==> src/rtl/ttt_pkg.sv <==
// Shared types and window-geometry helpers for the sequential tic-tac-toe engine.
package ttt_pkg;

   typedef enum logic [1:0] {
      NONE  = 2'd0,
      WIN   = 2'd1,
      BLOCK = 2'd2,
      EMPTY = 2'd3
   } strategy_e;

   typedef enum logic [2:0] {
      IDLE,
      SCAN_WIN,
      SCAN_BLOCK,
      SCAN_EMPTY,
      DONE
   } state_e;

   function automatic int win_count(input int n, input int k);
      int m;
      m = n - k + 1;
      return 2 * n * m + 2 * m * m;
   endfunction

   // Windows: horizontals, verticals, diagonals, anti-diagonals; starts row-major.
   function automatic int window_cell(input int n, input int k, input int idx, input int j);
      int m, r, c, i;
      m = n - k + 1;
      i = idx;
      if (i < n * m) begin
         r = i / m; c = i % m;
         return r * n + c + j;
      end
      i = i - n * m;
      if (i < m * n) begin
         r = i / n; c = i % n;
         return r * n + c + j * n;
      end
      i = i - m * n;
      if (i < m * m) begin
         r = i / m; c = i % m;
         return r * n + c + j * (n + 1);
      end
      i = i - m * m;
      r = i / m; c = i % m + k - 1;
      return r * n + c + j * (n - 1);
   endfunction

endpackage

==> src/rtl/ttt_window_eval.sv <==
// Classifies one K-cell window: near-win for X, near-win for O, and its first empty slot.
module ttt_window_eval
   import ttt_pkg::*;
#(
   parameter int K = 3
) (
   input  logic [K-1:0]         wx,
   input  logic [K-1:0]         wo,
   output logic                 hit_x,
   output logic                 hit_o,
   output logic [$clog2(K)-1:0] epos
);

   localparam int CNTW = $clog2(K + 1);
   localparam int JW   = $clog2(K);

   logic [CNTW-1:0] cx, co;

   always_comb begin
      cx   = '0;
      co   = '0;
      epos = '0;
      for (int unsigned j = K; j > 0; j--) begin
         cx = cx + CNTW'(wx[j-1]);
         co = co + CNTW'(wo[j-1]);
         if (!wx[j-1] && !wo[j-1]) epos = JW'(j - 1);
      end
      hit_x = (cx == CNTW'(K - 1)) && (co == '0);
      hit_o = (co == CNTW'(K - 1)) && (cx == '0);
   end

endmodule

==> src/rtl/ttt_seq_engine.sv <==
// Sequential X move generator: scans one window per cycle for win, then block, then picks an empty cell.
module ttt_seq_engine
   import ttt_pkg::*;
#(
   parameter int N = 3,
   parameter int K = 3
) (
   input  logic           clk,
   input  logic           rst_n,
   input  logic           start,
   input  logic [N*N-1:0] xin,
   input  logic [N*N-1:0] oin,
   output logic           busy,
   output logic           done,
   output logic [N*N-1:0] move,
   output logic [N*N-1:0] next_board,
   output logic [1:0]     strategy,
   output logic           no_move,
   output logic           bad_input
);

   localparam int NC  = N * N;
   localparam int L   = win_count(N, K);
   localparam int IW  = $clog2(L);
   localparam int CW  = $clog2(NC);
   localparam int JW  = $clog2(K);
   localparam int CTR = (N / 2) * N + N / 2;
   localparam logic [IW-1:0] LAST = IW'(L - 1);

   state_e          state;
   logic [IW-1:0]   idx;
   logic [NC-1:0]   xb, ob;
   logic [K-1:0]    wx, wo;
   logic            hit_x, hit_o;
   logic [JW-1:0]   epos;
   logic [NC-1:0]   hmask, emask, free;

   // Gather the current window and the one-hot of its empty cell.
   always_comb begin
      wx    = '0;
      wo    = '0;
      hmask = '0;
      for (int unsigned w = 0; w < L; w++) begin
         if (idx == IW'(w)) begin
            for (int unsigned j = 0; j < K; j++) begin
               wx[j] = xb[CW'(window_cell(N, K, w, j))];
               wo[j] = ob[CW'(window_cell(N, K, w, j))];
               if (epos == JW'(j)) hmask[CW'(window_cell(N, K, w, j))] = 1'b1;
            end
         end
      end
   end

   ttt_window_eval #(.K(K)) u_eval (
      .wx    (wx),
      .wo    (wo),
      .hit_x (hit_x),
      .hit_o (hit_o),
      .epos  (epos)
   );

   // Later assignments win: lowest free, then corners in reverse order, then centre.
   always_comb begin
      free  = ~(xb | ob);
      emask = '0;
      for (int unsigned i = NC; i > 0; i--) begin
         if (free[CW'(i - 1)]) begin
            emask = '0;
            emask[CW'(i - 1)] = 1'b1;
         end
      end
      if (free[CW'(NC - 1)]) begin emask = '0; emask[CW'(NC - 1)] = 1'b1; end
      if (free[CW'(NC - N)]) begin emask = '0; emask[CW'(NC - N)] = 1'b1; end
      if (free[CW'(N - 1)])  begin emask = '0; emask[CW'(N - 1)]  = 1'b1; end
      if (free[0])           begin emask = '0; emask[0]           = 1'b1; end
      if ((N % 2 == 1) && free[CW'(CTR)]) begin emask = '0; emask[CW'(CTR)] = 1'b1; end
   end

   always_ff @(posedge clk or negedge rst_n) begin
      if (!rst_n) begin
         state      <= IDLE;
         idx        <= '0;
         xb         <= '0;
         ob         <= '0;
         busy       <= 1'b0;
         done       <= 1'b0;
         move       <= '0;
         next_board <= '0;
         strategy   <= NONE;
         no_move    <= 1'b0;
         bad_input  <= 1'b0;
      end else begin
         done <= 1'b0;
         case (state)
            IDLE: if (start) begin
               xb         <= xin;
               ob         <= oin;
               idx        <= '0;
               busy       <= 1'b1;
               move       <= '0;
               next_board <= xin;
               strategy   <= NONE;
               no_move    <= 1'b0;
               bad_input  <= |(xin & oin);
               state      <= (|(xin & oin)) ? DONE : SCAN_WIN;
            end
            SCAN_WIN: begin
               if (hit_x) begin
                  move       <= hmask;
                  next_board <= xb | hmask;
                  strategy   <= WIN;
                  state      <= DONE;
               end else if (idx == LAST) begin
                  idx   <= '0;
                  state <= SCAN_BLOCK;
               end else begin
                  idx <= idx + IW'(1);
               end
            end
            SCAN_BLOCK: begin
               if (hit_o) begin
                  move       <= hmask;
                  next_board <= xb | hmask;
                  strategy   <= BLOCK;
                  state      <= DONE;
               end else if (idx == LAST) begin
                  idx   <= '0;
                  state <= SCAN_EMPTY;
               end else begin
                  idx <= idx + IW'(1);
               end
            end
            SCAN_EMPTY: begin
               if (|emask) begin
                  move       <= emask;
                  next_board <= xb | emask;
                  strategy   <= EMPTY;
               end else begin
                  no_move <= 1'b1;
               end
               state <= DONE;
            end
            DONE: begin
               done  <= 1'b1;
               busy  <= 1'b0;
               state <= IDLE;
            end
            default: state <= IDLE;
         endcase
      end
   end

endmodule

==> config.mk <==
export PLATFORM = sky130hd
export DESIGN_NAME = ttt_seq_engine
export DESIGN_NICKNAME = d
export VERILOG_FILES = /design/src/rtl/ttt_pkg.sv /design/src/rtl/ttt_window_eval.sv /design/src/rtl/ttt_seq_engine.sv
export SDC_FILE = /design/constraint.sdc
export NUM_CORES = 1
export LEC_CHECK = 0
export CELL_PAD_IN_SITES_DETAIL_PLACEMENT = 0
export CELL_PAD_IN_SITES_GLOBAL_PLACEMENT = 1
export CORE_AREA = 2 2 90 92
export CTS_CLUSTER_DIAMETER = 120
export DETAILED_ROUTE_END_ITERATION = 16
export DIE_AREA = 0 0 92 94
export PLACE_DENSITY = 0.9
export RECOVER_POWER = 50
export SLEW_MARGIN = 20
export SYNTH_ARGS = -nofsm -noshare
export SYNTH_HDL_FRONTEND = slang
export SYNTH_SLANG_ARGS = --single-unit
==> constraint.sdc <==
create_clock -name clk -period 4.3 [get_ports clk]
set_clock_uncertainty 0.1 [all_clocks]
set_input_delay 0.86 -clock clk [delete_from_list [all_inputs] [get_ports clk]]
set_output_delay 0.86 -clock clk [all_outputs]
set_load 0.03 [all_outputs]
==> impl_metrics.json <==
{
  "outcome": "finished with violations",
  "violations": "capacitance limit, slew limit",
  "multiInputGateArea_mm2": 0.001783,
  "antennaDiodeCount": 0,
  "synth_top_family_by_area": "compound AO/OA/AOI/OAI gates",
  "synth_compound_area_frac": 0.2460,
  "ios": 45,
  "dieArea_mm2": 0.008648,
  "hold_viol_final": 0,
  "via_per_inst": 6.060,
  "initial_core_util": 0.4158,
  "synthMuxAreaShare": 0.05301,
  "slew_viol_final": 49,
  "dp.cells": 491,
  "power.leakage_nw": 1.564,
  "crit_path_max_fanout": 31,
  "wl_um": 9655,
  "grt-ovfl-total": 0,
  "finalCritPeriodShare": 0.9524,
  "fmax_mhz": 244.2,
  "synth-xor-area-share": 0,
  "peakVddDrop_v": 0.0003093,
  "power_density_mw_per_mm2": 712.1,
  "gp_congestion": 1.008,
  "cts-root-buf": "clkbuf_8",
  "final_cells": 499,
  "cp-end-kind": "register",
  "nets": 425,
  "max_slew_margin": -0.6903,
  "worst-endpoint-arrival_ns": 4.23,
  "seq_area_mm2": 0.001201,
  "ff2ff_setup_slack_ns": 0.20,
  "synth_nets": 389,
  "fin_crit_ns": 4.095,
  "ant_nets": 0,
  "tns_ns": 0,
  "clk_path_buf_depth": 2,
  "yosysWarnings": 0,
  "hp-class": "reg2reg",
  "htree_levels": 2,
  "drv_cap": 1,
  "vias": 3024,
  "post_cts_buffers": 0,
  "syn_avg_cell_area_um2": 8.786,
  "port_buffers": 44,
  "synth_flop_cell": "dfrtp_1",
  "setup_viol": 0,
  "insertion_delay_ns": 0.31,
  "area_growth_pct": 20.61,
  "drt-initial-drc-count": 408,
  "start_kind": "register",
  "n_fill_cell": 729,
  "hpwl_um": 7149,
  "synthCells": 360,
  "synth_area_mm2": 0.003163,
  "synth-seq-area-share": 0.3797,
  "postCtsHoldBufs": 0,
  "cp.required_ns": 4.43,
  "grt_pass1_wl_um": 15350,
  "synth_simple_gate_area_frac": 0.2156,
  "num_rows": 32,
  "grt_start_max_net_pins": 49,
  "clkTransAtPathRegs_ns": 0.09,
  "tightest_slew_ns": 2.535,
  "core_mm2": 0.007607,
  "grt_pass1_vias": 2900,
  "drive_gt1_frac": 0.1335,
  "die_y_um": 94,
  "critPathKind": "reg2reg",
  "first_pass_iters": 6,
  "synth-edff-count": 0,
  "ys_types": 61,
  "wl_per_cell_um": 19.35,
  "cts_tree": "done",
  "cts_buffers": 5,
  "antenna_found_initial": 0,
  "grt_util_all_layers": 0.2287,
  "synth_seq_cells": 48,
  "async_reset_ff_frac": 1.000,
  "cts_sinks": 48,
  "synthAdderAreaFrac": 0.03639,
  "die_w_um": 92,
  "drc": 0
}
worst paths after layout:
path / from / end / cells after the start
max: idx[1] / move[1] / 15
min: move[7] / move[7] / 2
max reg2reg: idx[1] / move[1] / 15
min reg2reg: move[7] / move[7] / 2
max in group asynchronous: rst_n / idx[2] / 1
min in group asynchronous: rst_n / next_board[3] / 1
routing by layer:
layer	up-vias	part of all wire	track usage
met5	-	0	0
met4	0	0.033	0.08831
met2	157	0.46	0.3505
li1	1386	-	-
met3	35	0.077	0.04896
met1	1446	0.43	0.3168
layout by cell type (no fill, tap or decap), drive strengths merged, types with 6 or more instances in the layout:
cell	count
mux2	14
a221o	6
o21ai	34
clkdlybuf4s50	37
a21oi	28
clkbuf	7
nor2	44
nor3	10
inv	15
nand3b	7
or2	6
buf	10
ha	6
nand2	28
dfrtp	48
dlygate4sd3	6
area by class of cell:
cell class                 count  share of cell area
clock buffer                   6             0.02165
clock inverter                 2             0.01017
inverter                      16             0.01574
multi-input combinational    271              0.4674
sequential                    48              0.3149
tap                          102             0.03345
timing repair buffer          54              0.1368
cell usage after synthesis (6+ instances only):
library cell / count / area, um^2
ha_1: 6 / 75.07
nor2_1: 43 / 161.4
dfrtp_1: 48 / 1201
a21oi_1: 26 / 130.1
o21ai_0: 31 / 155.2
nand3b_1: 6 / 45.04
buf_6: 6 / 67.56
mux2_2: 14 / 157.7
inv_1: 15 / 56.30
nor3_1: 10 / 50.05
nand2_1: 28 / 105.1
clkbuf_1: 10 / 37.54
a221o_1: 6 / 60.06
kinds of logic after synthesis:
logic type / Yosys count
compound gates: 117
fa+ha+maj: 8
buf+inv: 41
flops: 48
mux: 15
simple gates: 131
worst max-delay path, cell delays in order (launching register included):
cell	delay, ns
dfrtp_1	0.41
inv_1	0.08
ha_1	0.21
buf_12	0.16
nand3b_1	0.17
a211o_1	0.31
a311oi_1	0.47
fa_1	0.56
nor4b_2	0.35
nor2_1	0.12
nor2_1	0.13
nand2_1	0.08
or2_1	0.24
buf_4	0.24
nand2b_1	0.19
o21ai_0	0.18
sequential cells by signal (all words and copies together) (netlist names):
signal      count
bad_input       1
busy            1
done            1
idx             3
move            9
next_board      9
no_move         1
ob              9
state           3
strategy        2
xb              9
per-stage QoR:
| stage | cell area [um^2] | util | setup slack, ns | total power, mW | hold WS [ns] |
|---|---|---|---|---|---|
| final | 3815 | 0.5015 | 0.2049 | 2.717 | 0.3806 |
| after detailed placement | 3657 | 0.4808 | 0.1088 | 2.244 | 0.3748 |
| after floorplan | 3163 | - | 0.3320 | 1.779 | 0.3977 |
| after CTS | 3779 | 0.4967 | 0.05606 | 2.603 | 0.3944 |
| after global placement | 3657 | 0.4808 | 0.1550 | 2.225 | 0.3637 |
| after global routing | 3815 | 0.5015 | -0.05933 | 2.883 | 0.4257 |
repair_timing:
item | in CTS | in global routing
hold endpoints to repair | 0 | 0
setup endpoints to repair | 0 | 19
resized for setup | 0 | 8
where the power goes:
part	switching [mW]	total (mW)	leakage, nW	internal [mW]
Sequential	0.234	0.856	0.600	0.623
Combinational	0.887	1.51	0.902	0.623
Clock	0.160	0.351	0.0614	0.190
Total	1.28	2.72	1.56	1.44
Power figures use the tool's default switching activity.
